==> config.mk <==
export PLATFORM = sky130hd
export DESIGN_NAME = fp16_div
export DESIGN_NICKNAME = d
export VERILOG_FILES = /design/src/rtl/fp16_pkg.sv /design/src/rtl/fp16_classify.sv /design/src/rtl/fp16_div.sv
export SDC_FILE = /design/constraint.sdc
export NUM_CORES = 1
export LEC_CHECK = 0
export ABC_AREA = 1
export BUFFER_PORTS_ARGS = -buffer_cell sky130_fd_sc_hd__buf_2
export CORE_ASPECT_RATIO = 0.75
export CORE_MARGIN = 2
export CORE_UTILIZATION = 58
export DETAILED_ROUTE_END_ITERATION = 7
export PLACE_DENSITY = 0.86
export SYNTH_ARGS = -nofsm -noshare
export SYNTH_HDL_FRONTEND = slang
export SYNTH_HIERARCHICAL = 1
export SYNTH_SLANG_ARGS = --single-unit
==> constraint.sdc <==
create_clock -name clk -period 3.4 [get_ports clk]
set_input_delay 0.51 -clock clk [delete_from_list [all_inputs] [get_ports clk]]
set_output_delay 0.51 -clock clk [all_outputs]
set_load 0.01 [all_outputs]
==> src/rtl/fp16_pkg.sv <==
// Shared binary16 field widths, canonical encodings and the divider FSM state type.
package fp16_pkg;
  localparam int EXP_W  = 5;
  localparam int FRAC_W = 10;
  localparam int MANT_W = FRAC_W + 1;
  localparam int BIAS   = 15;
  localparam int EXP_SW = 7;
  localparam int Q_W    = 13;
  localparam int ITERS  = 13;

  localparam logic [15:0] QNAN = 16'h7E00;
  localparam logic [15:0] PINF = 16'h7C00;
  localparam logic [15:0] NINF = 16'hFC00;

  typedef enum logic [1:0] {IDLE, DIV, RND, DONE} state_t;
endpackage

==> src/rtl/fp16_classify.sv <==
// Combinational operand classifier: zero/inf/NaN detection and the implicit-1 mantissa.
module fp16_classify
  import fp16_pkg::*;
#(
  parameter int FLUSH_SUBNORM = 1
) (
  input  logic [EXP_W+FRAC_W-1:0] mag,
  output logic                    is_zero,
  output logic                    is_inf,
  output logic                    is_nan,
  output logic [MANT_W-1:0]       mant
);
  logic exp_zero, exp_ones, frac_zero;

  assign exp_zero  = (mag[EXP_W+FRAC_W-1:FRAC_W] == '0);
  assign exp_ones  = (mag[EXP_W+FRAC_W-1:FRAC_W] == '1);
  assign frac_zero = (mag[FRAC_W-1:0] == '0);

  // Subnormals collapse onto zero, so they never reach the mantissa divider.
  assign is_zero = exp_zero & (frac_zero | (FLUSH_SUBNORM != 0));
  assign is_inf  = exp_ones & frac_zero;
  assign is_nan  = exp_ones & ~frac_zero;
  assign mant    = {~exp_zero, mag[FRAC_W-1:0]};
endmodule

==> src/rtl/fp16_div.sv <==
// Multi-cycle binary16 divider: restoring mantissa division, round-to-nearest-even,
// fixed 15-cycle latency for every operand pair including special values.
module fp16_div
  import fp16_pkg::*;
#(
  parameter int FLUSH_SUBNORM = 1
) (
  input  logic        clk,
  input  logic        rst,
  input  logic [15:0] a,
  input  logic [15:0] b,
  input  logic        in_valid,
  output logic        in_ready,
  output logic [15:0] x,
  output logic        out_valid,
  input  logic        out_ready,
  output logic        dz,
  output logic        inv
);
  state_t            state_q, state_d;
  logic              rdy_q;
  logic [3:0]        cnt_q;
  logic [15:0]       a_q, b_q, x_q, x_d;
  logic              dz_q, dz_d, inv_q, inv_d;
  logic [Q_W-1:0]    rem_q, quo_q, div_trial, rem_nxt;
  logic              q_bit;

  logic              a_zero, a_inf, a_nan, b_zero, b_inf, b_nan;
  logic [MANT_W-1:0] mant_a, mant_b;

  fp16_classify #(.FLUSH_SUBNORM(FLUSH_SUBNORM)) u_cls_a (
    .mag(a_q[14:0]), .is_zero(a_zero), .is_inf(a_inf), .is_nan(a_nan), .mant(mant_a));
  fp16_classify #(.FLUSH_SUBNORM(FLUSH_SUBNORM)) u_cls_b (
    .mag(b_q[14:0]), .is_zero(b_zero), .is_inf(b_inf), .is_nan(b_nan), .mant(mant_b));

  // One restoring step: subtract the divisor when it fits, record the quotient bit.
  assign div_trial = rem_q - {{(Q_W-MANT_W){1'b0}}, mant_b};
  assign q_bit     = (rem_q >= {{(Q_W-MANT_W){1'b0}}, mant_b});
  assign rem_nxt   = q_bit ? div_trial : rem_q;

  logic                     hi, guard, sticky, round_up, sign;
  logic [MANT_W-1:0]        mant_t;
  logic [MANT_W:0]          mant_sum;
  logic signed [EXP_SW-1:0] exp_t;
  logic [15:0]              inf_s, zero_s;

  always_comb begin
    hi       = quo_q[Q_W-1];
    mant_t   = hi ? quo_q[12:2] : quo_q[11:1];
    guard    = hi ? quo_q[1] : quo_q[0];
    sticky   = (hi & quo_q[0]) | (rem_q != '0);
    round_up = guard & (sticky | mant_t[0]);
    mant_sum = {1'b0, mant_t} + {{MANT_W{1'b0}}, round_up};
    exp_t    = $signed({2'b00, a_q[14:10]}) - $signed({2'b00, b_q[14:10]})
             + $signed(EXP_SW'(hi ? BIAS : BIAS - 1))
             + $signed({{(EXP_SW-1){1'b0}}, mant_sum[MANT_W]});
    sign     = a_q[15] ^ b_q[15];
    inf_s    = sign ? NINF : PINF;
    zero_s   = {sign, 15'b0};
    dz_d     = 1'b0;
    inv_d    = 1'b0;
    if (a_nan || b_nan || (a_inf && b_inf) || (a_zero && b_zero)) begin
      x_d   = QNAN;
      inv_d = 1'b1;
    end else if (a_inf) begin
      x_d = inf_s;
    end else if (b_inf) begin
      x_d = zero_s;
    end else if (b_zero) begin
      x_d  = inf_s;
      dz_d = 1'b1;
    end else if (a_zero) begin
      x_d = zero_s;
    end else if (exp_t >= 7'sd31) begin
      x_d = inf_s;
    end else if (exp_t <= 7'sd0) begin
      x_d = zero_s;
    end else begin
      // On mantissa carry-out the low bits are already zero, matching 1.0 at exp+1.
      x_d = {sign, exp_t[EXP_W-1:0], mant_sum[FRAC_W-1:0]};
    end
  end

  always_comb begin
    state_d   = state_q;
    in_ready  = 1'b0;
    out_valid = 1'b0;
    case (state_q)
      IDLE: begin
        in_ready = rdy_q;
        if (in_valid && rdy_q) state_d = DIV;
      end
      DIV:  if (cnt_q == 4'(ITERS)) state_d = RND;
      RND:  state_d = DONE;
      DONE: begin
        out_valid = 1'b1;
        if (out_ready) state_d = IDLE;
      end
      default: state_d = IDLE;
    endcase
  end

  always_ff @(posedge clk or negedge rst) begin
    if (!rst) begin
      state_q <= IDLE;
      rdy_q   <= 1'b0;
      cnt_q   <= '0;
      a_q     <= '0;
      b_q     <= '0;
      rem_q   <= '0;
      quo_q   <= '0;
      x_q     <= '0;
      dz_q    <= 1'b0;
      inv_q   <= 1'b0;
    end else begin
      state_q <= state_d;
      rdy_q   <= 1'b1;
      case (state_q)
        IDLE: if (in_valid && rdy_q) begin
          a_q   <= a;
          b_q   <= b;
          cnt_q <= '0;
        end
        DIV: begin
          cnt_q <= cnt_q + 4'd1;
          // First DIV cycle seeds the remainder; the following 13 produce quotient bits.
          if (cnt_q == '0) begin
            rem_q <= {{(Q_W-MANT_W){1'b0}}, mant_a};
            quo_q <= '0;
          end else begin
            rem_q <= {rem_nxt[Q_W-2:0], 1'b0};
            quo_q <= {quo_q[Q_W-2:0], q_bit};
          end
        end
        RND: begin
          x_q   <= x_d;
          dz_q  <= dz_d;
          inv_q <= inv_d;
        end
        default: ;
      endcase
    end
  end

  assign x   = x_q;
  assign dz  = dz_q;
  assign inv = inv_q;
endmodule
==> results.yml <==
status:
  run_status: "complete, no violations"
die:
  rows: 30
  core_area_um2: 8970
  boundaryPins: 56
  die_height_um: 86.9
  fp.dieW_um: 114
  effective_utilization_at_floorplan_pct: 59.2
  die_area_um2: 9940
power_and_ir_drop:
  total_leakage_power_nw: 3.03
  power.density_cell_area_nw_per_um2: 1150
  seq_power_share_pct: 24.8
  power.ir.vdd_worst_v: 0.000595
  p_clk_share_pct: 14.8
  netsw_w: 0.00338
  p_comb_share_pct: 60.4
  power_switching_share_pct: 49.5
  cell_internal_pwr_w: 0.00344
timing:
  holdWs_ns: 0.333
  report.final.slew_viol_count: 0
  fin_worst_skew_ns: 0.00954
  tightest_slew_ns: 1.06
  period_share_pct: 92.8
  setup_repair_after_global_routing_missed_its_margin: "false"
  final_critical_path_setup_slack_ns: 0.245
  setup_viol: 0
  final.min_clock_period_ns: 3.15
  max_clock_freq_mhz: 317
  report.final.hold_viol_count: 0
  timing.slew.headroom_pct: 29.4
global_route:
  pin_count_of_the_biggest_net_entering_global_routing: 84
  groute.usage.overall_pct: 25.4
  grt_first_pass_wirelength_um: 19900
  number_of_global_route_vias_before_repair: 4412
  globalRouteOverflowTotal: 0
  antenna_found_initial: 0
routing:
  detail_route.iter0.violations: 351
  wirelength_um: 12300
  ant_nets: 0
  routed_len_inst_um: 14.8
  vias: 4687
  detailedRoute.firstPassIterationCount: 5
  avg_vias_per_cell: 5.64
  drcViolationCount: 0
critical_path:
  timing_worst_setup_path_type: "reg2reg"
  arrival_ns: 3.44
  cp_data_required_time_ns: 3.69
  worst_r2r_path_depth: 16
  timing.critical_path.fanout_max: 10
  cp-end-kind: "register"
  crit_chain: "buf_12 -> o21ai_1 -> nand2_1 -> nor2_2 -> nand3_1 -> nand3b_1 -> fa_2 -> ha_4 -> or2_2 -> nor2_1 -> nand3_1 -> o21ai_2 -> nand2_4 -> o21ai_1 -> nand2_1 -> nand2_1"
  critical-path-slowest-cell: "sky130_fd_sc_hd__dfrtp_4"
  critical-path-max-stage-delay_ns: 0.49
  start_kind: "register"
  critical_path.reg2reg.startpoint: "quo_q[12]"
  crit_path_frequent_cell: "sky130_fd_sc_hd__nand2_1"
  startpoint: "quo_q[12]"
worst_hold_path:
  min-delay-path-class: "in2async"
placed_design:
  globalplace.congestion: 0.941
  numPortBuffers: 55
  dp.final_hpwl_um: 8910
  dp_worst_setup_slack_ns: -0.0399
final_layout:
  share_of_cells_above_drive_strength_1_pct: 19.5
  num_antenna_cells: 0
  filler_cell_count: 702
  num-nets-final: 779
  postLayoutCoreUtil_pct: 66.1
  layout-area-overhead-vs-synth_pct: 11.7
clock_tree:
  clock_tree.buffer_depth: 2
  cts-root-buf: "sky130_fd_sc_hd__clkbuf_16"
  clock_tree.htree_level_count: 3
  tritoncts: "done"
  number_of_clock_buffers_inserted_by_tritoncts: 9
  clkTransAtPathRegs_ns: 0.07
  clock_sinks: 83
  clock_insertion_delay_worst_skew_ns: 0.35
synth:
  synthFlopType: "sky130_fd_sc_hd__dfrtp_1"
  post_synth_instance_area_um2: 5310
  syn-num-nets: 738
  synth_common_cells: "sky130_fd_sc_hd__nand2_1 (151), sky130_fd_sc_hd__inv_1 (84), sky130_fd_sc_hd__dfrtp_1 (83), sky130_fd_sc_hd__nor2_1 (57), sky130_fd_sc_hd__nand3_1 (40)"
  yosysMostFrequentCell: "sky130_fd_sc_hd__nand2_1"
  synth-edff-count: 0
  syn_avg_cell_area_um2: 7.89
  ys_async_sr_fraction_pct: 100
  seq_area_frac_synth_pct: 39.1
  synth.largest_area_cell: "sky130_fd_sc_hd__dfrtp_1"
  ys_ff_latch: 83
  synth.yosys.warnings: 6
  postSynthCellCount: 673
  yosysUniqueCellTypes: 42
  synth_top_cells_by_area: "sky130_fd_sc_hd__dfrtp_1 (39%), sky130_fd_sc_hd__nand2_1 (11%), sky130_fd_sc_hd__ha_1 (6.1%), sky130_fd_sc_hd__inv_1 (5.9%), sky130_fd_sc_hd__mux2_2 (5.7%)"
  synth_top_cell_area_share_pct: 39.1
flow_run:
  max_cap_viol_count: 0
stage by stage:
stage,area [um2],setup TNS (ns),power [W],std cells
after floorplan,5310,0,0.00487,673
after global placement,5560,0,0.00540,812
after detailed placement,5560,-0.248,0.00560,812
after CTS,5870,0,0.00665,828
after global routing,5930,0,0.00738,831
final,5930,0,0.00682,831
cells in the final DEF, fill, tap and decap left out, drive strengths merged, types with 2 or more instances in the layout:
cell,instances
nand3b,4
ha,26
o211ai,5
a21oi,30
dfrtp,83
clkinv,3
and3,2
xor2,7
xnor2,8
nor2,65
or2,3
inv,87
nand3,41
mux2,27
o22ai,16
nor3,4
o21ai,44
nand4,9
nor4,4
buf,66
nand2,159
fa,3
clkinvlp,2
clkbuf,11
a31oi,2
state kept, by name, indices dropped and copies added (netlist names):
signal and count:
rdy_q 1, x 16, a_q 16, state_q 2
inv 1, quo_q 13, dz 1, cnt_q 4
rem_q 13, b_q 16
path summary, 6_finish.rpt:
path                        endpoint  slack (ns)
max                            x[12]        0.25
min                         quo_q[3]        0.33
max reg2reg                    x[12]        0.25
min reg2reg                     x[4]        0.48
max in group asynchronous  quo_q[12]        2.29
min in group clk              a_q[1]        0.39
cells by family (layout without fill, tap and decap cells):
| kind of cell | after synthesis | count (layout) | share of synthesized area, % |
|---|---|---|---|
| muxes | 27 | 27 | 5.73 |
| buffers and inverters | 124 | 170 | 10.5 |
| adders and majority gates | 29 | 29 | 7.26 |
| other | 1 | 1 | 0.0706 |
| AOI/OAI and AO/OA | 101 | 101 | 10.6 |
| DFF | 83 | 83 | 39.1 |
| and+or+nand+nor | 293 | 293 | 24.3 |
| xor gates and xnor gates | 15 | 15 | 2.47 |
critical path, delay by kind of cell (launching register included):
kind | cells | cell delay [ns]
buffers and inverters | 1 | 0.15
adder cells (fa/ha/maj) | 2 | 0.63
AND/OR/NAND/NOR | 10 | 1.37
flip-flops | 1 | 0.49
AO/OA/AOI/OAI | 3 | 0.45
cell type report:
cell class	count	area [um2]	area share, %
sequential	83	2080	35.1
tap	112	140	2.36
multi-input combinational	466	2700	45.5
clock buffer	11	243	4.09
inverter	88	330	5.57
clock inverter	5	62.6	1.05
timing repair buffer	66	373	6.29
power by group through the flow:
stage	Sequential, W	Combinational (W)	Clock (W)
4_1_cts	0.00168	0.00395	0.00102
5_1_grt	0.00174	0.00457	0.00107
3_3_place_gp	0.00168	0.00373	0
6_report	0.00169	0.00412	0.00101
3_5_place_dp	0.00170	0.00390	0
2_1_floorplan	0.00163	0.00324	0
metal layers:
metal	global-route usage (%)	vias up	part of all wire (%)
met5	0	-	0
met4	9.53	0	2.2
met3	7.59	29	7.0
met2	40.9	191	46
met1	32.7	2212	45
li1	-	2255	-
timing repair:
item | CTS | global route
gates cloned | 0 | 0
pin swaps | 0 | 3
hold endpoints to repair | 0 | 0
endpoints found under the setup margin | 10 | 11
gates resized for setup | 1 | 7
hold buffers | 0 | 0
setup buffers | 0 | 3
No activity file was read; power rests on OpenSTA's default activity.
